**src/rtl/proj_switch_pkg.sv**
```systemverilog
// Shared types and default sizing for the project switch controller and the
// input/output muxes that consume its select.
package proj_switch_pkg;

  localparam int NUM_DESIGNS_DEF    = 8;
  localparam int SEL_BITS_DEF       = 3;
  localparam int QUIESCE_CYCLES_DEF = 2;
  localparam int RST_CYCLES_DEF     = 4;

  typedef enum logic [2:0] {
    IDLE,
    QUIESCE,
    GATE,
    SWITCH,
    HOLD
  } switch_state_e;

  // A zero-length phase still needs one clocked cycle.
  function automatic int eff_cycles(input int n);
    return (n < 1) ? 1 : n;
  endfunction

endpackage

```
**src/rtl/proj_switch_timer.sv**
```systemverilog
// Phase timer: cleared on load, counts up to limit and holds there (no wrap).
module proj_switch_timer #(
  parameter int W = 2
) (
  input  logic         clk_sys,
  input  logic         rst,
  input  logic         load,
  input  logic         count,
  input  logic [W-1:0] limit,
  output logic         expired
);

  logic [W-1:0] cnt;

  always_ff @(posedge clk_sys or posedge rst) begin
    if (rst)
      cnt <= '0;
    else if (load)
      cnt <= '0;
    else if (count && (cnt != limit))
      cnt <= cnt + W'(1);
  end

  assign expired = (cnt == limit);

endmodule

```
**src/rtl/proj_switch_ctrl.sv**
```systemverilog
// Sequences a switch between multiplexed projects: quiesce, gate, switch, hold.
// Define PROJ_CLK_GATE_EN to gate per-project clocks; otherwise all clocks run.
//
// state   | meaning
// IDLE    | selected project running, requests accepted
// QUIESCE | outgoing project held in reset with clock still running
// GATE    | outgoing project clock stopped
// SWITCH  | sel moves to target, target clock enabled, still in reset
// HOLD    | target held in reset for RST_CYCLES (also the power-on state)
module proj_switch_ctrl
  import proj_switch_pkg::*;
#(
  parameter int NUM_DESIGNS    = NUM_DESIGNS_DEF,
  parameter int SEL_BITS       = SEL_BITS_DEF,
  parameter int QUIESCE_CYCLES = QUIESCE_CYCLES_DEF,
  parameter int RST_CYCLES     = RST_CYCLES_DEF
) (
  input  logic                   wb_clk_i,
  input  logic                   wb_rst_i,
  input  logic                   req_valid,
  input  logic [SEL_BITS-1:0]    req_sel,
  output logic                   req_ready,
  output logic [SEL_BITS-1:0]    sel,
  output logic [NUM_DESIGNS-1:0] proj_clk_en,
  output logic [NUM_DESIGNS-1:0] proj_rst_n,
  output logic                   busy,
  output logic                   done,
  output logic                   err
);

  localparam int Q_EFF = eff_cycles(QUIESCE_CYCLES);
  localparam int R_EFF = eff_cycles(RST_CYCLES);
  localparam int MAXC  = (Q_EFF > R_EFF) ? Q_EFF : R_EFF;
  localparam int CW    = (MAXC > 1) ? $clog2(MAXC) : 1;

  switch_state_e       state, next_state;
  logic [SEL_BITS-1:0] tgt, next_sel;
  logic                sel_bad, accept;
  logic                tmr_load, tmr_count, tmr_expired;
  logic [CW-1:0]       tmr_limit;

  function automatic logic [NUM_DESIGNS-1:0] dec(input logic [SEL_BITS-1:0] s);
    dec = {{(NUM_DESIGNS-1){1'b0}}, 1'b1} << s;
  endfunction

  // Out-of-range selects only exist when NUM_DESIGNS is not a power of two.
  generate
    if (NUM_DESIGNS < (2 ** SEL_BITS)) begin : g_range
      assign sel_bad = (32'(req_sel) >= 32'(NUM_DESIGNS));
    end else begin : g_full
      assign sel_bad = 1'b0;
    end
  endgenerate

  assign req_ready = (state == IDLE);
  assign busy      = (state != IDLE);
  assign accept    = req_valid && req_ready && !sel_bad;
  assign tmr_limit = (state == HOLD) ? CW'(R_EFF - 1) : CW'(Q_EFF - 1);

  always_comb begin
    next_state = state;
    tmr_load   = 1'b0;
    tmr_count  = 1'b0;
    case (state)
      IDLE: begin
        if (accept) begin
          next_state = QUIESCE;
          tmr_load   = 1'b1;
        end
      end
      QUIESCE: begin
        if (tmr_expired) next_state = GATE;
        else             tmr_count  = 1'b1;
      end
      GATE:   next_state = SWITCH;
      SWITCH: begin
        next_state = HOLD;
        tmr_load   = 1'b1;
      end
      HOLD: begin
        if (tmr_expired) next_state = IDLE;
        else             tmr_count  = 1'b1;
      end
      default: next_state = HOLD;
    endcase
    next_sel = (state == GATE) ? tgt : sel;
  end

  proj_switch_timer #(.W(CW)) u_timer (
    .clk_sys (wb_clk_i),
    .rst     (wb_rst_i),
    .load    (tmr_load),
    .count   (tmr_count),
    .limit   (tmr_limit),
    .expired (tmr_expired)
  );

  // Outputs are registered from next-state so resets never glitch.
  always_ff @(posedge wb_clk_i or posedge wb_rst_i) begin
    if (wb_rst_i) begin
      state      <= HOLD;
      sel        <= '0;
      tgt        <= '0;
      proj_rst_n <= '0;
      done       <= 1'b0;
      err        <= 1'b0;
    end else begin
      state      <= next_state;
      sel        <= next_sel;
      if (accept) tgt <= req_sel;
      proj_rst_n <= (next_state == IDLE) ? dec(next_sel) : '0;
      done       <= (state == HOLD) && tmr_expired;
      err        <= req_valid && req_ready && sel_bad;
    end
  end

`ifdef PROJ_CLK_GATE_EN
  logic [NUM_DESIGNS-1:0] clk_en_q;

  always_ff @(posedge wb_clk_i or posedge wb_rst_i) begin
    if (wb_rst_i)
      clk_en_q <= dec('0);
    else
      clk_en_q <= (next_state == GATE) ? '0 : dec(next_sel);
  end

  assign proj_clk_en = clk_en_q;
`else
  assign proj_clk_en = '1;
`endif

endmodule

```
**config.mk**
```make
export PLATFORM = sky130hd
export DESIGN_NAME = proj_switch_ctrl
export DESIGN_NICKNAME = d
export VERILOG_FILES = /design/src/rtl/proj_switch_pkg.sv /design/src/rtl/proj_switch_timer.sv /design/src/rtl/proj_switch_ctrl.sv
export SDC_FILE = /design/constraint.sdc
export NUM_CORES = 1
export LEC_CHECK = 0
export BUFFER_PORTS_ARGS = -buffer_cell sky130_fd_sc_hd__buf_2
export CAP_MARGIN = 20
export CORE_ASPECT_RATIO = 0.8
export CORE_MARGIN = 8
export CORE_UTILIZATION = 50
export DETAILED_ROUTE_END_ITERATION = 8
export GPL_TIMING_DRIVEN = 0
export PLACE_DENSITY = 0.79
export SETUP_SLACK_MARGIN = 0.3
export SLEW_MARGIN = 20
export SYNTH_ARGS = -nofsm -noshare
export SYNTH_HDL_FRONTEND = slang
export SYNTH_SLANG_ARGS = --single-unit
```
**constraint.sdc**
```tcl
create_clock -name wb_clk_i -period 1.45 [get_ports wb_clk_i]
set_input_delay 0.29 -clock wb_clk_i [delete_from_list [all_inputs] [get_ports wb_clk_i]]
set_output_delay 0.29 -clock wb_clk_i [all_outputs]
set_load 0.01 [all_outputs]
```
==> results of run 1 <==
per-layer routing:
layer	GRT usage (%)	routed length [um]	vias up
li1	-	-	407
met1	16.9	1440	456
met4	7.60	187	0
met5	0	0	-
met3	4.02	201	20
met2	21.7	1630	55
stage by stage:
step | utilization (%) | setup TNS [ns] | total power, uW | hold slack, ns | area [sq um]
after floorplan | - | 0 | 1810 | 0.253 | 1050
after global placement | 61.9 | 0 | 2050 | 0.435 | 1170
after detailed placement | 61.9 | 0 | 2110 | 0.448 | 1170
after CTS | 75.2 | -0.476 | 3080 | 0.110 | 1420
after global routing | 84.6 | -3.03 | 3970 | 0.159 | 1600
final | 84.6 | -2.27 | 3820 | 0.0689 | 1600
final cells by class:
class | instances | area [sq um] | area share, %
clock inverters | 1 | 30.0 | 1.88
clock buffers | 3 | 22.5 | 1.41
well taps | 24 | 30.0 | 1.88
inverters | 4 | 15.0 | 0.938
multi-input cells | 66 | 586 | 36.6
plain buffers | 13 | 109 | 6.80
repair buffers | 39 | 304 | 19.0
flip-flops and latches | 20 | 504 | 31.5
path summary, 6_finish.rpt:
check                      startpoint        end  cells past startpoint
hold reg to reg                tgt[2]     sel[2]                      1
setup reg to reg             state[1]     tgt[2]                      6
setup / recovery             state[1]  req_ready                      4
hold / removal               wb_rst_i       done                      2
min in group wb_clk_i      req_sel[0]     tgt[0]                      2
max in group asynchronous    wb_rst_i   state[0]                      2
where the power goes:
group | switching, uW | total (uW) | internal (uW)
Clock | 183 | 463 | 280
Sequential | 183 | 941 | 757
Combinational | 1170 | 2420 | 1250
Total | 1540 | 3820 | 2290
registers in the layout, summed over array words and instances (netlist names):
register,flops
done,1
proj_rst_n,8
sel,3
state,3
tgt,3
u_timer.cnt,2
kinds of logic (layout without fill, tap and decap cells):
kind of cell    after synthesis  count (layout)  synth area share [%]
buf+inv                      17              60                  10.3
other cells                   2               9                 0.751
flops                        20              20                  50.2
compound gates               12              12                  7.64
simple gates                 34              34                  19.3
mux                          11              11                  11.9
what timing repair did:
action                                  4_1_cts  5_1_grt
pin swaps                                     6        8
hold buffers                                  0        0
resized for setup                            23       25
endpoints found under the setup margin       21       27
buffers inserted                             13        7
worst register-to-register path, delay by kind of cell (launching register included):
family	cells	cell delay (ns)
buf+inv	3	0.36
simple gates	2	0.40
flops	1	0.42
mux	1	0.34
cell usage in the layout (no fill, tap or decap), types with 2 or more instances in the layout:
master	synthesis	final
inv_1	4	2
inv_2	0	2
buf_6	0	9
dfrtp_2	0	2
mux2i_4	0	3
nor2_1	12	10
mux2_4	0	7
a21oi_1	5	4
buf_4	10	21
conb_1	2	9
nor3_4	0	2
nor2b_1	7	5
nand2_1	3	3
clkbuf_4	0	3
buf_8	0	2
dfrtp_1	19	17
buf_2	1	17
nor3_1	4	2
==> reports/summary.txt, run 1 <==
outcome - finished with violations
failing checks - setup timing
worst path arrival time - 1.40 ns
post-route ant nets - 0
cell family with most CP delay - flip-flops
Slew headroom - 51.0%
nets@finish - 153
post-synthesis area per instance - 10.4 sq um
IO Port Bufs - 19
# DRC - 0
Commonest cells post-synth - dfrtp_1, nor2_1, buf_4
antenna cells - 0
Placement Setup Slack - 0.0434 ns
CP max FO - 2
Root Buffer - clkbuf_4
Filler cells - 97
final setup violation count - 18
WP buf/inv - 3
FF+latch count, synth - 20
Via density - 5.52
clk slew on worst S/H paths - 0.12 ns
H-tree levels - 1
Skew-Pair Late Insertion Delay - 0.32 ns
DR iter-0 viols - 50
max-slew violation count - 0
Std-Cell Rows - 14
most area-hungry cell type in the Yosys netlist - dfrtp_1
Worst setup EP type - output pin
clk buf depth - 2
grt total ovfl - 0
Fin Clk Skew - 0.0147 ns
number of synthesized flops with an enable pin - 0
IO Pins - 29
most frequent cell after synthesis - dfrtp_1
CTS tree - built
ratio of cells with drive above 1 in the final layout - 58.9%
R2R setup slack - -0.17 ns
Pre-antenna DRT Iters - 4
Syn. warnings - 0
Seq/Total Area, Yosys - 50.2%
Mapped Cells - 96
Max-Cap Viols - 0
CP required - 1.16 ns
cts bufs inserted - 3
worst vdd ir - 0.00167 V
Via Count - 938
Power Dens Cells - 2390 mW/mm^2
Syn-to-layout area delta - 60.1%
RSZ-0062 raised after global routing - yes
pin count of the biggest net entering global routing - 21
Largest stage delay, worst path - 0.42 ns
Area contributors post-synth - dfrtp_1, mux2_2, buf_4, nor2_1, nor2b_1
Initial Util - 52.8%
synthesized area - 1000 sq um
post-route setup slack - -0.243 ns
Leak - 0.000779 uW
die width - 66.0 um
Sink Count - 20
vias in the first global route - 855
initial antenna violation count - 0
Critical Path Start Type - flip-flop
crit-path cells - clkbuf_8 > or3_4 > inv_2 > buf_6
Yosys top cell area share - 47.6%
total track usage - 14.0%
ys flop type - dfrtp_1
global-route wire length before repair - 4050 um
Inst Count DP - 146
final cell count without fillers - 170
hpwl dp - 1400 um
Worst Tran Pin Value - 0.735 ns
Distinct cells, synth - 28
fmax - 0.591 GHz
Placer Congestion - 0.761
Tcrit/Tclk final - 117%
WL per Instance - 20.3 um
die area - 0.00370 sq mm
die height - 56.0 um
minimum clock period - 1.69 ns
Hold Crit Class - in -> async
Async SR Flop Fraction - 100%
slowest CP cell - dfrtp_1
Final Hold Viols - 0
critical path type - reg -> out
Routed WL - 3450 um
core area - 0.00189 sq mm
No activity file was read; power rests on OpenSTA's default activity.
==> run 2, diff against run 1 <==
- BUFFER_PORTS_ARGS: -buffer_cell sky130_fd_sc_hd__buf_2 -> not set
- CORE_UTILIZATION: 50 -> 60
- DONT_BUFFER_PORTS: not set -> 1
- PLACE_DENSITY: 0.79 -> 0.78
==> run 2 against run 1 <==
Compared with the run above: the run still ends with setup timing left; sequential cell count is the same; combinational power shrank 34%; first-iteration DRC count shrank 72%; die area shrank 12%; final cell count shrank 19%; core utilization shrank 1.2 points; clock power shrank 3%; setup slack gained 0.059 ns; via count shrank 18%; global-route usage grew 0.81 points; cell area shrank 17%.
==> reports/summary.txt, run 2 (synthesis results as in run 1) <==
area of the multi-input gates - 537 sq um
Skew-Pair Late Insertion Delay - 0.31 ns
core area - 0.00159 sq mm
initial antenna violation count - 0
Biggest register - proj_rst_n
CP required - 1.16 ns
slowest CP cell - dfrtp_1
CTS tree - built
Inst Count DP - 125
Final Hold Viols - 0
final setup violation count - 16
nets@finish - 122
Via density - 5.64
cts bufs inserted - 3
global-route wire length before repair - 3490 um
Critical Path Start Type - flip-flop
worst vdd ir - 0.00169 V
R2R setup slack - -0.08 ns
Tot Pwr - 3060 uW
post-route ant nets - 0
CP max FO - 10
total track usage - 14.8%
Filler cells - 90
Initial Util - 62.7%
FF+latch area - 503 sq um
Placer Congestion - 0.748
outcome - finished with violations
commonest non-fill, non-tap cells in the layout - dfrtp_1, buf_4, nor2_1
post-route setup slack - -0.184 ns
Leak - 0.000602 uW
Routed WL - 2370 um
IO Port Bufs - 0
H-tree levels - 1
max-slew violation count - 0
Syn-to-layout area delta - 33.0%
utilization of the core after routing - 83.4%
Worst setup EP type - output pin
WL per Instance - 17.3 um
die width - 61.6 um
clk slew on worst S/H paths - 0.10 ns
IO Pins - 29
die area - 0.00324 sq mm
Max-Cap Viols - 0
clk buf depth - 2
failing checks - setup timing
minimum clock period - 1.63 ns
Hold Crit Class - in -> reg
fmax - 0.612 GHz
Std-Cell Rows - 13
# DRC - 0
final cell count without fillers - 137
hpwl dp - 1390 um
Root Buffer - clkbuf_4
antenna cells - 0
Pre-antenna DRT Iters - 4
Tcrit/Tclk final - 113%
Via Count - 773
pin count of the biggest net entering global routing - 21
Fin Clk Skew - 0.0105 ns
Sink Count - 20
DR iter-0 viols - 14
worst path arrival time - 1.34 ns
max reg flops - 8
critical path type - reg -> out
RSZ-0062 raised after global routing - yes
die height - 52.5 um
grt total ovfl - 0
vias in the first global route - 782
Power Dens Cells - 2300 mW/mm^2
Largest stage delay, worst path - 0.44 ns
crit-path cells - buf_8 > or3_4 > inv_4
ratio of cells with drive above 1 in the final layout - 43.5%
commonest non-fill, non-tap cell in the layout - dfrtp_1
## run 2: cell types whose count changed in the layout (fill, tap and decap cells not counted), moves of 2 or more
cell and delta:
buf_2 -17, buf_4 -7, buf_6 -6, nor3_1 +2
## run 2: path summary, 6_finish.rpt
path | to | depth (start not counted) | start
max in group asynchronous | state[2] | 2 | wb_rst_i
setup reg to reg | proj_rst_n[7] | 6 | state[0]
min in group asynchronous | u_timer.cnt[0] | 2 | wb_rst_i
setup / recovery | req_ready | 3 | state[1]
hold / removal | tgt[1] | 1 | req_sel[1]
hold reg to reg | tgt[2] | 1 | tgt[2]
## run 2: metal layers
layer	share of wire (%)	track usage (%)	up-vias
li1	-	-	340
met1	40	16.1	368
met2	49	24.6	53
met3	8.7	6.62	12
met4	2.7	5.66	0
met5	0	0	-
## run 2: layout make-up
type | instances | share of cell area [%]
tap | 22 | 2.07
sequential | 20 | 37.8
clock buffer | 3 | 1.69
timing repair buffer | 8 | 5.93
buffer | 13 | 8.28
clock inverter | 1 | 2.26
inverter | 4 | 1.60
multi-input combinational | 66 | 40.4
## run 2: worst max-delay path, delay by kind of cell, from the launching register on
family / cells / cell delay, ns
buffers and inverters: 2 / 0.23
DFF: 1 / 0.44
and+or+nand+nor: 1 / 0.36
## run 2: power breakdown
part	switching, uW	internal [uW]	total (uW)	leakage, uW
registers	256	755	1010	0.000256
clock network	171	280	450	0.0000279
logic	760	839	1600	0.000318
## run 2: timing repair
item,4_1_cts,5_1_grt
hold buffers,1,0
endpoints found under the hold margin,11,0
pin swaps,4,4
gates resized for setup,17,16
setup endpoints to repair,18,31
setup buffers,6,1
## run 2: stage by stage
stage	cell area (sq um)	hold WS (ns)	setup WS (ns)	setup TNS [ns]
2_1_floorplan	1050	0.253	0.125	0
3_3_place_gp	1070	0.340	0.0645	0
3_5_place_dp	1070	0.326	0.00337	0
4_1_cts	1260	0.128	-0.183	-0.469
5_1_grt	1330	0.111	-0.222	-1.28
6_report	1330	0.128	-0.184	-0.804
